<file path="config.mk">
export PLATFORM = sky130hd
export DESIGN_NAME = arm_decode_queue
export DESIGN_NICKNAME = d
export VERILOG_FILES = /design/src/rtl/arm_decode_queue.sv
export SDC_FILE = /design/constraint.sdc
export NUM_CORES = 1
export LEC_CHECK = 0
export ABC_AREA = 1
export BUFFER_PORTS_ARGS = -buffer_cell sky130_fd_sc_hd__buf_2
export CAP_MARGIN = 30
export CORE_AREA = 2 2 158 160
export CTS_BUF_LIST = sky130_fd_sc_hd__clkbuf_8
export CTS_CLUSTER_SIZE = 12
export DETAILED_ROUTE_END_ITERATION = 7
export DIE_AREA = 0 0 160 162
export PLACE_DENSITY = 0.7
export SYNTH_ARGS = -nofsm -noshare
export SYNTH_HDL_FRONTEND = slang
export SYNTH_SLANG_ARGS = --single-unit
</file>
<file path="constraint.sdc">
create_clock -name clk -period 3.5 [get_ports clk]
set_clock_uncertainty 0.2 [all_clocks]
set_input_delay 0.7 -clock clk [delete_from_list [all_inputs] [get_ports clk]]
set_output_delay 0.7 -clock clk [all_outputs]
set_load 0.02 [all_outputs]
</file>
<file path="src/rtl/arm_decode_queue.sv">
// arm_decode_queue: one-stage ARM instruction decoder feeding a DEPTH-entry FIFO.
// S1 captures the instruction and flags; decode and condition evaluation are combinational
// on S1, and the result is pushed into a first-word-visible FIFO.
module arm_decode_queue #(
  parameter int unsigned CODE_W     = 6,
  parameter int unsigned DEPTH      = 4,
  parameter int unsigned UNDEF_CODE = 63
) (
  input  logic              clk,
  input  logic              reset,
  input  logic              flush,
  input  logic              in_valid,
  output logic              in_ready,
  input  logic [31:0]       in_instr,
  input  logic [3:0]        in_flags,
  output logic              out_valid,
  input  logic              out_ready,
  output logic [CODE_W-1:0] out_code,
  output logic              out_exec,
  output logic              out_undef,
  output logic [31:0]       out_instr,
  output logic [15:0]       undef_count
);

  localparam int unsigned AW = $clog2(DEPTH);
  localparam int unsigned CW = AW + 1;

  typedef logic [CODE_W-1:0] code_t;
  localparam code_t Undef = code_t'(UNDEF_CODE);

  function automatic code_t c(input int unsigned v);
    return code_t'(v);
  endfunction

  // Standard ARM condition evaluation; flags are {N,Z,C,V}.
  function automatic logic cond_pass(input logic [3:0] cond, input logic [3:0] f);
    logic n, z, cy, v;
    {n, z, cy, v} = f;
    case (cond)
      4'h0:    return z;
      4'h1:    return !z;
      4'h2:    return cy;
      4'h3:    return !cy;
      4'h4:    return n;
      4'h5:    return !n;
      4'h6:    return v;
      4'h7:    return !v;
      4'h8:    return cy && !z;
      4'h9:    return !cy || z;
      4'hA:    return n == v;
      4'hB:    return n != v;
      4'hC:    return !z && (n == v);
      4'hD:    return z || (n != v);
      4'hE:    return 1'b1;
      default: return 1'b0;
    endcase
  endfunction

  logic          s1_valid_q, s1_valid_d;
  logic [31:0]   s1_instr_q, s1_instr_d;
  logic [3:0]    s1_flags_q, s1_flags_d;
  logic [AW-1:0] wr_ptr_q, wr_ptr_d, rd_ptr_q, rd_ptr_d;
  logic [CW-1:0] count_q, count_d;
  logic [15:0]   undef_cnt_q, undef_cnt_d;

  code_t       code_mem  [DEPTH];
  logic        exec_mem  [DEPTH];
  logic [31:0] instr_mem [DEPTH];

  code_t dec_code;
  logic  dec_exec;
  logic  push, pop, push_en, pop_en, accept;

  // Decode the S1 instruction into a control-unit state code.
  always_comb begin
    logic p, w, l, b4, b7;
    p = s1_instr_q[24];
    w = s1_instr_q[21];
    l = s1_instr_q[20];
    b4 = s1_instr_q[4];
    b7 = s1_instr_q[7];
    dec_code = Undef;
    if (s1_instr_q == 32'd0) begin
      dec_code = c(0);
    end else begin
      case (s1_instr_q[27:25])
        3'b000: begin
          if (!b4)       dec_code = (s1_instr_q[11:7] == 5'd0) ? c(5) : c(7);
          else if (!b7) dec_code = c(8);
          else if (!p)  dec_code = l ? c(41) : c(37);
          else if (!w)  dec_code = l ? c(39) : c(35);
          else          dec_code = l ? c(40) : c(36);
        end
        3'b001: dec_code = c(6);
        3'b010: begin
          if (!p)       dec_code = l ? c(24) : c(16);
          else if (!w)  dec_code = l ? c(20) : c(12);
          else          dec_code = l ? c(22) : c(14);
        end
        3'b011: begin
          if (b4)       dec_code = Undef;
          else if (!p)  dec_code = l ? c(26) : c(18);
          else if (!w)  dec_code = l ? c(21) : c(13);
          else          dec_code = l ? c(23) : c(15);
        end
        3'b100:  dec_code = l ? c(46) : c(45);
        3'b101:  dec_code = p ? c(44) : c(43);
        3'b110:  dec_code = Undef;
        default: dec_code = p ? c(47) : Undef;
      endcase
    end
    // An all-zero word is a bubble and never executes.
    dec_exec = (s1_instr_q != 32'd0) && cond_pass(s1_instr_q[31:28], s1_flags_q);
  end

  // Handshake: S1 may hand off while the FIFO pops, sustaining one per cycle.
  always_comb begin
    out_valid = (count_q != '0);
    pop       = out_valid && out_ready;
    push      = s1_valid_q && ((count_q < CW'(DEPTH)) || pop);
    in_ready  = !s1_valid_q || push;
    accept    = in_valid && in_ready && !flush;
    push_en   = push && !flush;
    pop_en    = pop && !flush;
  end

  // Next-state for S1, pointers, occupancy and the undefined counter.
  always_comb begin
    s1_valid_d  = s1_valid_q;
    s1_instr_d  = s1_instr_q;
    s1_flags_d  = s1_flags_q;
    wr_ptr_d    = wr_ptr_q;
    rd_ptr_d    = rd_ptr_q;
    count_d     = count_q;
    undef_cnt_d = undef_cnt_q;
    if (flush) begin
      s1_valid_d = 1'b0;
      wr_ptr_d   = '0;
      rd_ptr_d   = '0;
      count_d    = '0;
    end else begin
      if (accept) begin
        s1_valid_d = 1'b1;
        s1_instr_d = in_instr;
        s1_flags_d = in_flags;
      end else if (push) begin
        s1_valid_d = 1'b0;
      end
      if (push_en) wr_ptr_d = wr_ptr_q + AW'(1);
      if (pop_en)  rd_ptr_d = rd_ptr_q + AW'(1);
      case ({push_en, pop_en})
        2'b10:   count_d = count_q + CW'(1);
        2'b01:   count_d = count_q - CW'(1);
        default: count_d = count_q;
      endcase
      if (push_en && (dec_code == Undef) && (undef_cnt_q != 16'hFFFF)) begin
        undef_cnt_d = undef_cnt_q + 16'd1;
      end
    end
  end

  // Control state with asynchronous reset.
  always_ff @(posedge clk or posedge reset) begin
    if (reset) begin
      s1_valid_q  <= 1'b0;
      s1_instr_q  <= '0;
      s1_flags_q  <= '0;
      wr_ptr_q    <= '0;
      rd_ptr_q    <= '0;
      count_q     <= '0;
      undef_cnt_q <= '0;
    end else begin
      s1_valid_q  <= s1_valid_d;
      s1_instr_q  <= s1_instr_d;
      s1_flags_q  <= s1_flags_d;
      wr_ptr_q    <= wr_ptr_d;
      rd_ptr_q    <= rd_ptr_d;
      count_q     <= count_d;
      undef_cnt_q <= undef_cnt_d;
    end
  end

  // FIFO storage; stale contents are masked by the empty check on the outputs.
  always_ff @(posedge clk) begin
    if (push_en) begin
      code_mem[wr_ptr_q]  <= dec_code;
      exec_mem[wr_ptr_q]  <= dec_exec;
      instr_mem[wr_ptr_q] <= s1_instr_q;
    end
  end

  // Head presented combinationally, forced to zero when empty.
  always_comb begin
    out_code    = out_valid ? code_mem[rd_ptr_q] : '0;
    out_exec    = out_valid ? exec_mem[rd_ptr_q] : 1'b0;
    out_instr   = out_valid ? instr_mem[rd_ptr_q] : 32'd0;
    out_undef   = out_valid && (code_mem[rd_ptr_q] == Undef);
    undef_count = undef_cnt_q;
  end

endmodule

</file>
==> run metrics <==
routed len/inst roughly 16 um; CTS tree done; Tcrit/Tclk final between 90% and 100%; Slew Limit Headroom 56.0%; final hold slack approximately 0.07 ns; Sw Ratio about a third; number of DRC markers in iteration 0 about 410; Setup CP Type register to primary output; Peak Freq slightly above 0.3 GHz; final hold violation count 0; fin. max-slew vios 0; worst-margin pin slew between 0.6 and 0.7 ns; clk sinks between 200 and 250; Post-Syn Area around 9600 sq um; Max-cap violations 0; Num CTS Buffers 37; Core Box Area about 24000 sq um; largest net degree at the start of global routing 58; Syn. warnings 0; Total Nets Final approximately 1100; Gate power share between 20 and 30%; total power ~0.0076 W; CP required 2.60 ns; Post-synth top cells nor2_1 (201), edfxtp_1 (156), nand2_1 (138); DR vias/cell ~5; Lkg Pwr 4.57 nW; run status finished clean; Routed Wire Length 22600 um; RR Endpoint count_q[2]$_DFFE_PP0P_; Post-synth ARST share ~28%; Worst Reg2Reg Path Length in Cells 10; Die ar. between 20000 and 30000 sq um; clk_lat worst skew between 0.5 and 0.6 ns; vias in the first global route approximately 6800; layout cells sized above 1 about 20%; Pwr Density around 680 nW/um^2; Area Overhead vs Synth 17.3%; # hold bufs at CTS 0; grt ovf 0; Final setup viols 0; FF+latch count, synth roughly 220; I/O Buffers roughly 100; top-count cell post-synth nor2_1; Die H 162 um; Die X roughly 160 um; post-synth top area cell edfxtp_1; critical path peak fanout 28; DR vias 6912; Worst VDD drop 0.000284 V; Initial Util between 30% and 40%; RSZ-0062 raised after global routing false; first-pass GRT wire length approximately 36000 um; Final min period roughly 3.3 ns; Psw around 0.0027 W; Root Buffer clkbuf_8; Primary FF master, synth edfxtp_1; post-synth top area share between 40 and 50%; Post-synth EDFFs ~160; Rows 57; Pint approximately 0.0050 W; router iterations before antenna repair 5; Gate Count Post-Synth between 900 and 1000; CTS clk-pin slew, worst paths 0.06 ns; Clk pwr share between 20% and 30%; H-tree depth 2; crit start category register; Worst EP arrival around 2.4 ns; syn nets slightly below 1000; IO Count 99; synth top area cells edfxtp_1 (49%), dfrtp_1 (16%), nor2_1 (7.9%); Filler cells roughly 2200; # DRC 0; Min-Delay Path Class input pin to asynchronous set/reset pin; clk buf depth 3; register area share after synthesis between 60% and 70%; Antenna Violating Nets Remaining 0; FF-to-FF Start count_q[0]$_DFFE_PP0P_; RD Place Congestion between 0.8 and 0.9; Total GRT Usage 17.6%; sequential power share 42.3%; mean post-synth cell area 10.4 sq um; DP Wirelength between 10000 and 15000 um; crit end category primary output; R2R setup slack around 1.2 ns; count of different cell masters after synthesis slightly above 40; initial antenna violation count 5
## worst max-delay path by stage
stage	slack [ns]	from	cells after the start	to
global placement	0.51	rd_ptr_q[0]$_DFFE_PP0P_	7	out_undef
global route	0.07	rd_ptr_q[0]$_DFFE_PP0P_	7	out_undef
CTS	0.03	rd_ptr_q[0]$_DFFE_PP0P_	6	out_instr[20]
floorplan	-0.08	out_ready	5	code_mem[0][0]$_DFFE_PP_
finish	0.23	rd_ptr_q[0]$_DFFE_PP0P_	6	out_instr[20]
detailed placement	0.49	rd_ptr_q[0]$_DFFE_PP0P_	7	out_undef
## layer usage
| layer | vias up | GRT usage, % | share of wire [%] | routed length [um] |
|---|---|---|---|---|
| met5 | - | 0 | 0.12 | 27 |
| met4 | 4 | 6.43 | 2.1 | 485 |
| met3 | 44 | 4.26 | 6.5 | 1480 |
| met2 | 186 | 28.7 | 47 | 10600 |
| met1 | 3305 | 23.2 | 44 | 9930 |
| li1 | 3373 | - | - | - |
## metrics by stage
stage / area [sq um] / TNS [ns] / util [%] / setup slack, ns / cells
floorplan: 9590 / -12.19 / - / -0.0782 / 918
global placement: 10500 / 0 / 43.5 / 0.515 / 1319
detailed placement: 10500 / 0 / 43.5 / 0.485 / 1319
CTS: 11200 / 0 / 46.6 / 0.0278 / 1383
global route: 11200 / 0 / 46.6 / 0.0693 / 1384
finish: 11200 / 0 / 46.6 / 0.233 / 1386
## power by group through the flow
stage / Clock, W / Combinational, W / Sequential (W)
finish: 0.00228 / 0.00213 / 0.00324
global route: 0.00245 / 0.00234 / 0.00326
CTS: 0.00233 / 0.00214 / 0.00323
detailed placement: 0 / 0.00213 / 0.00328
global placement: 0 / 0.00211 / 0.00326
floorplan: 0 / 0.00145 / 0.00320
## cells in the final DEF, fill, tap and decap left out, drive strengths merged, types with 2 or more instances in the layout
cell type / n
diode: 3
clkbuf: 42
o22ai: 2
a32oi: 2
nor3: 5
clkinv: 6
nor2: 209
bufinv: 3
ha: 8
nand2: 143
o21ai: 89
edfxtp: 156
inv: 71
nand4: 22
xor2: 3
mux2: 21
a21oi: 61
buf: 117
o22a: 2
dfrtp: 60
xnor2: 8
nand3: 22
## sequential cells by signal (all words and copies together) (netlist names)
signal	cells
s1_valid_q	1
code_mem	24
count_q	3
undef_count	16
instr_mem	128
wr_ptr_q	2
rd_ptr_q	2
s1_flags_q	4
s1_instr_q	32
exec_mem	4
## kinds of logic after synthesis
| kind of cell | Yosys count | share of synthesized area [%] |
|---|---|---|
| AO/OA/AOI/OAI | 160 | 8.72 |
| XOR/XNOR | 11 | 1.01 |
| adder cells (fa/ha/maj) | 9 | 1.25 |
| buffers and inverters | 98 | 4.36 |
| flip-flops | 216 | 64.5 |
| multiplexers | 21 | 2.47 |
| AND/OR/NAND/NOR | 403 | 17.7 |
## worst max-delay path, stage by stage, from the launching register on
cell and delay, ns:
dfrtp_4 0.60, inv_4 0.26, buf_4 0.28, buf_4 0.19
o21ai_0 0.10, a21oi_1 0.21, buf_2 0.20
## repair_timing
item / in CTS / in global routing
pin swaps: 0 / 0
endpoints found under the setup margin: 1 / 7
endpoints found under the hold margin: 0 / 0
setup buffers: 0 / 0
resized for setup: 1 / 5
## cell type report
cell class                 count  area, sq um  area share, %
antenna                        3         7.51         0.0668
tap                          324          405           3.61
multi-input combinational    604         3020           26.8
clock inverter                22          168           1.49
inverter                      58          226           2.01
clock buffer                  42          578           5.14
sequential                   216         6190           55.0
timing repair buffer         117          653           5.81
Power figures use the tool's default switching activity.
